$ cat src/rtl/vga_timing_generator.sv
// VGA raster timing (sync, display_enable, row/column, frame_start, frame_count); free-running, no backpressure.
// All outputs registered, 1 cycle after the counters; VGA_SYNC_ALIGN_EN delays hsync/vsync one extra cycle.
module vga_timing_generator #(
  parameter int unsigned H_VISIBLE         = 640,
  parameter int unsigned H_FRONT           = 16,
  parameter int unsigned H_SYNC            = 96,
  parameter int unsigned H_BACK            = 48,
  parameter int unsigned V_VISIBLE         = 480,
  parameter int unsigned V_FRONT           = 10,
  parameter int unsigned V_SYNC            = 2,
  parameter int unsigned V_BACK            = 33,
  parameter bit          SYNC_ACTIVE_LEVEL = 1'b0
) (
  input  logic        vga_clock,
  input  logic        reset,
  output logic        hsync,
  output logic        vsync,
  output logic        display_enable,
  output logic [31:0] column,
  output logic [31:0] row,
  output logic        frame_start,
  output logic [31:0] frame_count
);

  localparam logic [31:0] H_TOTAL  = 32'(H_VISIBLE + H_FRONT + H_SYNC + H_BACK);
  localparam logic [31:0] V_TOTAL  = 32'(V_VISIBLE + V_FRONT + V_SYNC + V_BACK);
  localparam logic [31:0] H_VIS    = 32'(H_VISIBLE);
  localparam logic [31:0] V_VIS    = 32'(V_VISIBLE);
  localparam logic [31:0] HS_START = 32'(H_VISIBLE + H_FRONT);
  localparam logic [31:0] HS_END   = 32'(H_VISIBLE + H_FRONT + H_SYNC);
  localparam logic [31:0] VS_START = 32'(V_VISIBLE + V_FRONT);
  localparam logic [31:0] VS_END   = 32'(V_VISIBLE + V_FRONT + V_SYNC);

  logic [31:0] h_q, h_d;
  logic [31:0] v_q, v_d;
  logic [31:0] frames_q, frames_d;
  logic [31:0] column_q, column_d;
  logic [31:0] row_q, row_d;
  logic [31:0] frame_count_q, frame_count_d;
  logic        hsync_q, hsync_d;
  logic        vsync_q, vsync_d;
  logic        de_q, de_d;
  logic        frame_start_q, frame_start_d;

  always_comb begin
    h_d      = h_q + 32'd1;
    v_d      = v_q;
    frames_d = frames_q;
    if (h_q == H_TOTAL - 32'd1) begin
      h_d = '0;
      if (v_q == V_TOTAL - 32'd1) begin
        v_d      = '0;
        frames_d = frames_q + 32'd1;
      end else begin
        v_d = v_q + 32'd1;
      end
    end

    // Output stage describes the counter value held this cycle.
    column_d      = h_q;
    row_d         = v_q;
    de_d          = (h_q < H_VIS) && (v_q < V_VIS);
    hsync_d       = ((h_q >= HS_START) && (h_q < HS_END)) ? SYNC_ACTIVE_LEVEL : ~SYNC_ACTIVE_LEVEL;
    vsync_d       = ((v_q >= VS_START) && (v_q < VS_END)) ? SYNC_ACTIVE_LEVEL : ~SYNC_ACTIVE_LEVEL;
    frame_start_d = (h_q == '0) && (v_q == '0);
    frame_count_d = frames_q;
  end

  always_ff @(posedge vga_clock) begin
    if (reset) begin
      h_q           <= '0;
      v_q           <= '0;
      frames_q      <= '0;
      column_q      <= '0;
      row_q         <= '0;
      frame_count_q <= '0;
      hsync_q       <= ~SYNC_ACTIVE_LEVEL;
      vsync_q       <= ~SYNC_ACTIVE_LEVEL;
      de_q          <= 1'b0;
      frame_start_q <= 1'b0;
    end else begin
      h_q           <= h_d;
      v_q           <= v_d;
      frames_q      <= frames_d;
      column_q      <= column_d;
      row_q         <= row_d;
      frame_count_q <= frame_count_d;
      hsync_q       <= hsync_d;
      vsync_q       <= vsync_d;
      de_q          <= de_d;
      frame_start_q <= frame_start_d;
    end
  end

`ifdef VGA_SYNC_ALIGN_EN
  // Extra stage matches the pixel stage's RGB register so sync lines up with colour.
  logic hsync_dly_q, hsync_dly_d;
  logic vsync_dly_q, vsync_dly_d;

  always_comb begin
    hsync_dly_d = hsync_q;
    vsync_dly_d = vsync_q;
  end

  always_ff @(posedge vga_clock) begin
    if (reset) begin
      hsync_dly_q <= ~SYNC_ACTIVE_LEVEL;
      vsync_dly_q <= ~SYNC_ACTIVE_LEVEL;
    end else begin
      hsync_dly_q <= hsync_dly_d;
      vsync_dly_q <= vsync_dly_d;
    end
  end

  assign hsync = hsync_dly_q;
  assign vsync = vsync_dly_q;
`else
  assign hsync = hsync_q;
  assign vsync = vsync_q;
`endif

  assign display_enable = de_q;
  assign column         = column_q;
  assign row            = row_q;
  assign frame_start    = frame_start_q;
  assign frame_count    = frame_count_q;

endmodule
$ cat config.mk
export PLATFORM = sky130hd
export DESIGN_NAME = vga_timing_generator
export DESIGN_NICKNAME = d
export VERILOG_FILES = /design/src/rtl/vga_timing_generator.sv
export SDC_FILE = /design/constraint.sdc
export NUM_CORES = 1
export LEC_CHECK = 0
export BUFFER_PORTS_ARGS = -buffer_cell sky130_fd_sc_hd__buf_2
export CAP_MARGIN = 20
export CORE_ASPECT_RATIO = 1.4
export CORE_UTILIZATION = 51
export CTS_CLUSTER_SIZE = 40
export DETAILED_ROUTE_END_ITERATION = 10
export PLACE_DENSITY = 0.75
export REMOVE_ABC_BUFFERS = 1
export SYNTH_ARGS = -nofsm -noshare
export SYNTH_HDL_FRONTEND = slang
export SYNTH_SLANG_ARGS = --single-unit
export TNS_END_PERCENT = 100
$ cat constraint.sdc
create_clock -name vga_clock -period 2.74 [get_ports vga_clock]
set_input_delay 0.137 -clock vga_clock [delete_from_list [all_inputs] [get_ports vga_clock]]
set_output_delay 0.137 -clock vga_clock [all_outputs]
set_load 0.1 [all_outputs]
==> results.py <==
metrics = {
    "clocking": {
        "clock_latency_ns": 0.43,
        "cts.reportedPaths.clkPinSlew_ns": 0.07,
        "cts_made_buffers": 17,
        "cts_sinks": 196,
        "cts_buffer_depth": 2,
        "cts_tree": "done",
        "clk_root_buffer_cell": "clkbuf_16",
        "cts_hold_buffers": 0,
        "cts.htree.levels": 4,
    },
    "run": {
        "drv_cap": 0,
    },
    "yosys": {
        "synth_edf_count": 0,
        "synth_top_flop_cell": "dfxtp_1",
        "synth.yosys.seq_area_share": 0.5212,
        "yosysWarnings": 0,
        "syn_area_um2": 7528,
        "avgSynthCellArea_um2": 9.070,
        "async_flop_share": 0,
        "synth_cell_type_count": 34,
        "ys_seq_elements": 196,
        "synth_cells": 830,
    },
    "timing": {
        "fmax_mhz": 369.4,
        "drv_slew": 0,
        "setup_ws_ns": 0.03273,
        "fin_tns_setup_ns": 0,
        "relSlewSlack": 0.4112,
        "fin_crit_sh": 0.9881,
        "tightest_slew_ns": 0.8832,
        "final.setup_skew_ns": 0.009636,
        "setup_violations": 0,
        "fin_hold_ws_ns": 0.2670,
        "rsz0062_at_grt": "true",
        "hold_viol": 0,
        "finalCriticalPeriod_ns": 2.707,
    },
    "status": {
        "outcome": "complete, no violations",
    },
    "setup_path": {
        "path_max_fanout": 5,
        "slowest_stage": "or4_4",
        "crit_path_frequent_cell": "or4_4",
        "path_buf_inv": 1,
        "slowest_delay_ns": 0.56,
        "startpoint_type": "flop",
        "end_kind": "flop",
        "cp.arrival_ns": 3.06,
        "crit_type": "flop to flop",
        "crit_required_ns": 3.09,
        "path_delay_family": "simple AND/OR/NAND/NOR gates",
        "cp_cell_sequence": "or4_4, or4_4, buf_4, or4_4, or3_4, a21oi_2",
    },
    "finish": {
        "n_fill_cell": 1236,
        "final_area_um2": 9049,
        "num_antenna_cells": 0,
        "drive_gt1_frac": 0.2057,
        "areaGrowthSynthToFinish_pct": 20.19,
        "seqCellArea_um2": 3924,
        "multi_input_area_um2": 3373,
        "finish.net_count": 951,
    },
    "grt": {
        "overflow": 0,
        "grt_pass1_vias": 5835,
        "track_usage": 0.2173,
        "grt_max_degree": 92,
        "antenna_found_initial": 0,
        "grt_first_pass_wirelength_mm": 27.08,
    },
    "placement": {
        "placement.cell_area_um2": 8419,
        "place_ws_ns": 0.008374,
        "io_buffers": 101,
        "gp_congestion": 0.8497,
        "hpwlAfterDp_mm": 10.83,
    },
    "power_and_ir_drop": {
        "irDropWorstVdd_v": 0.0003697,
        "powerDensity_nw_per_um2": 594.2,
        "power_mw": 5.376,
        "leakagePower_nw": 3.468,
    },
    "die": {
        "rows": 52,
        "die_x_um": 104.7,
        "die-area_um2": 15260,
        "initial_core_util": 0.5212,
        "core_um2": 14440,
        "io_pins": 102,
        "fp.dieH_um": 145.8,
    },
    "detailed_routing": {
        "avgViaCountPerCell": 5.500,
        "routedWlPerCell_um": 14.23,
        "routed_wl_mm": 16.25,
        "dr_total_vias": 6281,
        "first_pass_iters": 5,
        "post-route-drc-count": 0,
        "drt-initial-drc-count": 225,
        "drtAntennaViolNets": 0,
    },
    "worst_hold_path": {
        "min_path_type": "primary input to flop",
    },
}
## report_power, final
group	internal [mW]	switching (mW)	total [mW]
Sequential	2.86	0.00456	2.86
Clock	1.37	1.03	2.40
Combinational	0.0241	0.0918	0.116
## layout make-up
type,count,area share
sequential,196,0.4336
multi-input combinational,563,0.3728
timing repair buffer,140,0.09444
clock buffer,20,0.05047
tap,189,0.02613
clock inverter,8,0.01175
inverter,26,0.01079
## layer usage
layer | vias up | global-route usage | share of wire
met5 | - | 0 | 0
met4 | 0 | 0.09085 | 0.028
met3 | 33 | 0.04254 | 0.034
met2 | 140 | 0.3821 | 0.50
met1 | 2967 | 0.2571 | 0.43
li1 | 3141 | - | -
## timing repair
| action | 4_1_cts | 5_1_grt |
|---|---|---|
| resized for setup | 2 | 6 |
| endpoints found under the setup margin | 2 | 8 |
| setup buffers | 0 | 4 |
| pin swaps | 0 | 3 |
## worst register-to-register path, cell delays in order (launching register included)
cell and delay, ns:
dfxtp_1 0.31, or4_4 0.56, or4_4 0.53, buf_4 0.17, or4_4 0.56, or3_4 0.35, a21oi_2 0.16
## cell usage in the layout (no fill, tap or decap), types with 21 or more instances in the layout
cell | synthesis | routed
nor4_1 | 29 | 27
buf_4 | 0 | 35
buf_2 | 1 | 100
nand4_1 | 31 | 31
o21ai_0 | 27 | 27
dfxtp_1 | 196 | 196
inv_1 | 26 | 26
nand3_1 | 36 | 36
or4_1 | 24 | 21
nor3_1 | 22 | 22
nor2b_1 | 76 | 76
a21oi_1 | 46 | 45
nor2_1 | 86 | 86
xnor2_1 | 25 | 25
nand2_1 | 41 | 41
or3_1 | 29 | 28
## logic make-up after synthesis
kind of cell / share of synthesized area
and+or+nand+nor: 0.3025
DFF: 0.5212
AOI/OAI and AO/OA: 0.07180
buffers and inverters: 0.03556
xor gates and xnor gates: 0.03839
muxes: 0.02227
adders and majority gates: 0.008310
## state kept, by name, summed over array words and instances (netlist names)
| register | flops |
|---|---|
| column | 32 |
| column_d | 32 |
| display_enable | 1 |
| frame_count | 32 |
| frame_count_d | 32 |
| frame_start | 1 |
| hsync | 1 |
| row | 32 |
| row_d | 32 |
| vsync | 1 |
## per-stage QoR
step | util | std cells
finish | 0.6265 | 1142
global route | 0.6265 | 1142
CTS | 0.6224 | 1138
detailed placement | 0.5829 | 1110
global placement | 0.5829 | 1110
floorplan | - | 785
## final timing paths
kind / from / end / slack [ns] / cells after the start
max: column_d[5] / row_d[8] / 0.03 / 6
min: reset / column[26] / 0.27 / 2
max reg2reg: column_d[5] / row_d[8] / 0.03 / 6
min reg2reg: column_d[31] / column[31] / 0.47 / 2
## synth_stat cells, types with 3 or more instances
cell,number,area (um2)
xnor2_1,25,219.0
and2_1,4,25.02
o21ai_0,27,135.1
o31ai_1,20,150.1
xor2_1,8,70.07
or2_2,4,25.02
nand4_1,31,193.9
nor4_1,29,181.4
inv_1,26,97.59
mux2_2,14,157.7
or3_1,29,181.4
nor2b_1,76,475.5
and4_1,9,78.83
ha_1,5,62.56
nand2_1,41,153.9
nor3b_1,3,22.52
dfxtp_1,196,3924
or4_1,24,180.2
nand3_1,36,180.2
nor2_1,86,322.8
a21oi_1,46,230.2
and3_1,12,75.07
nor3_1,22,110.1
clkbuf_1,42,157.7
No activity file was read; power rests on OpenSTA's default activity.
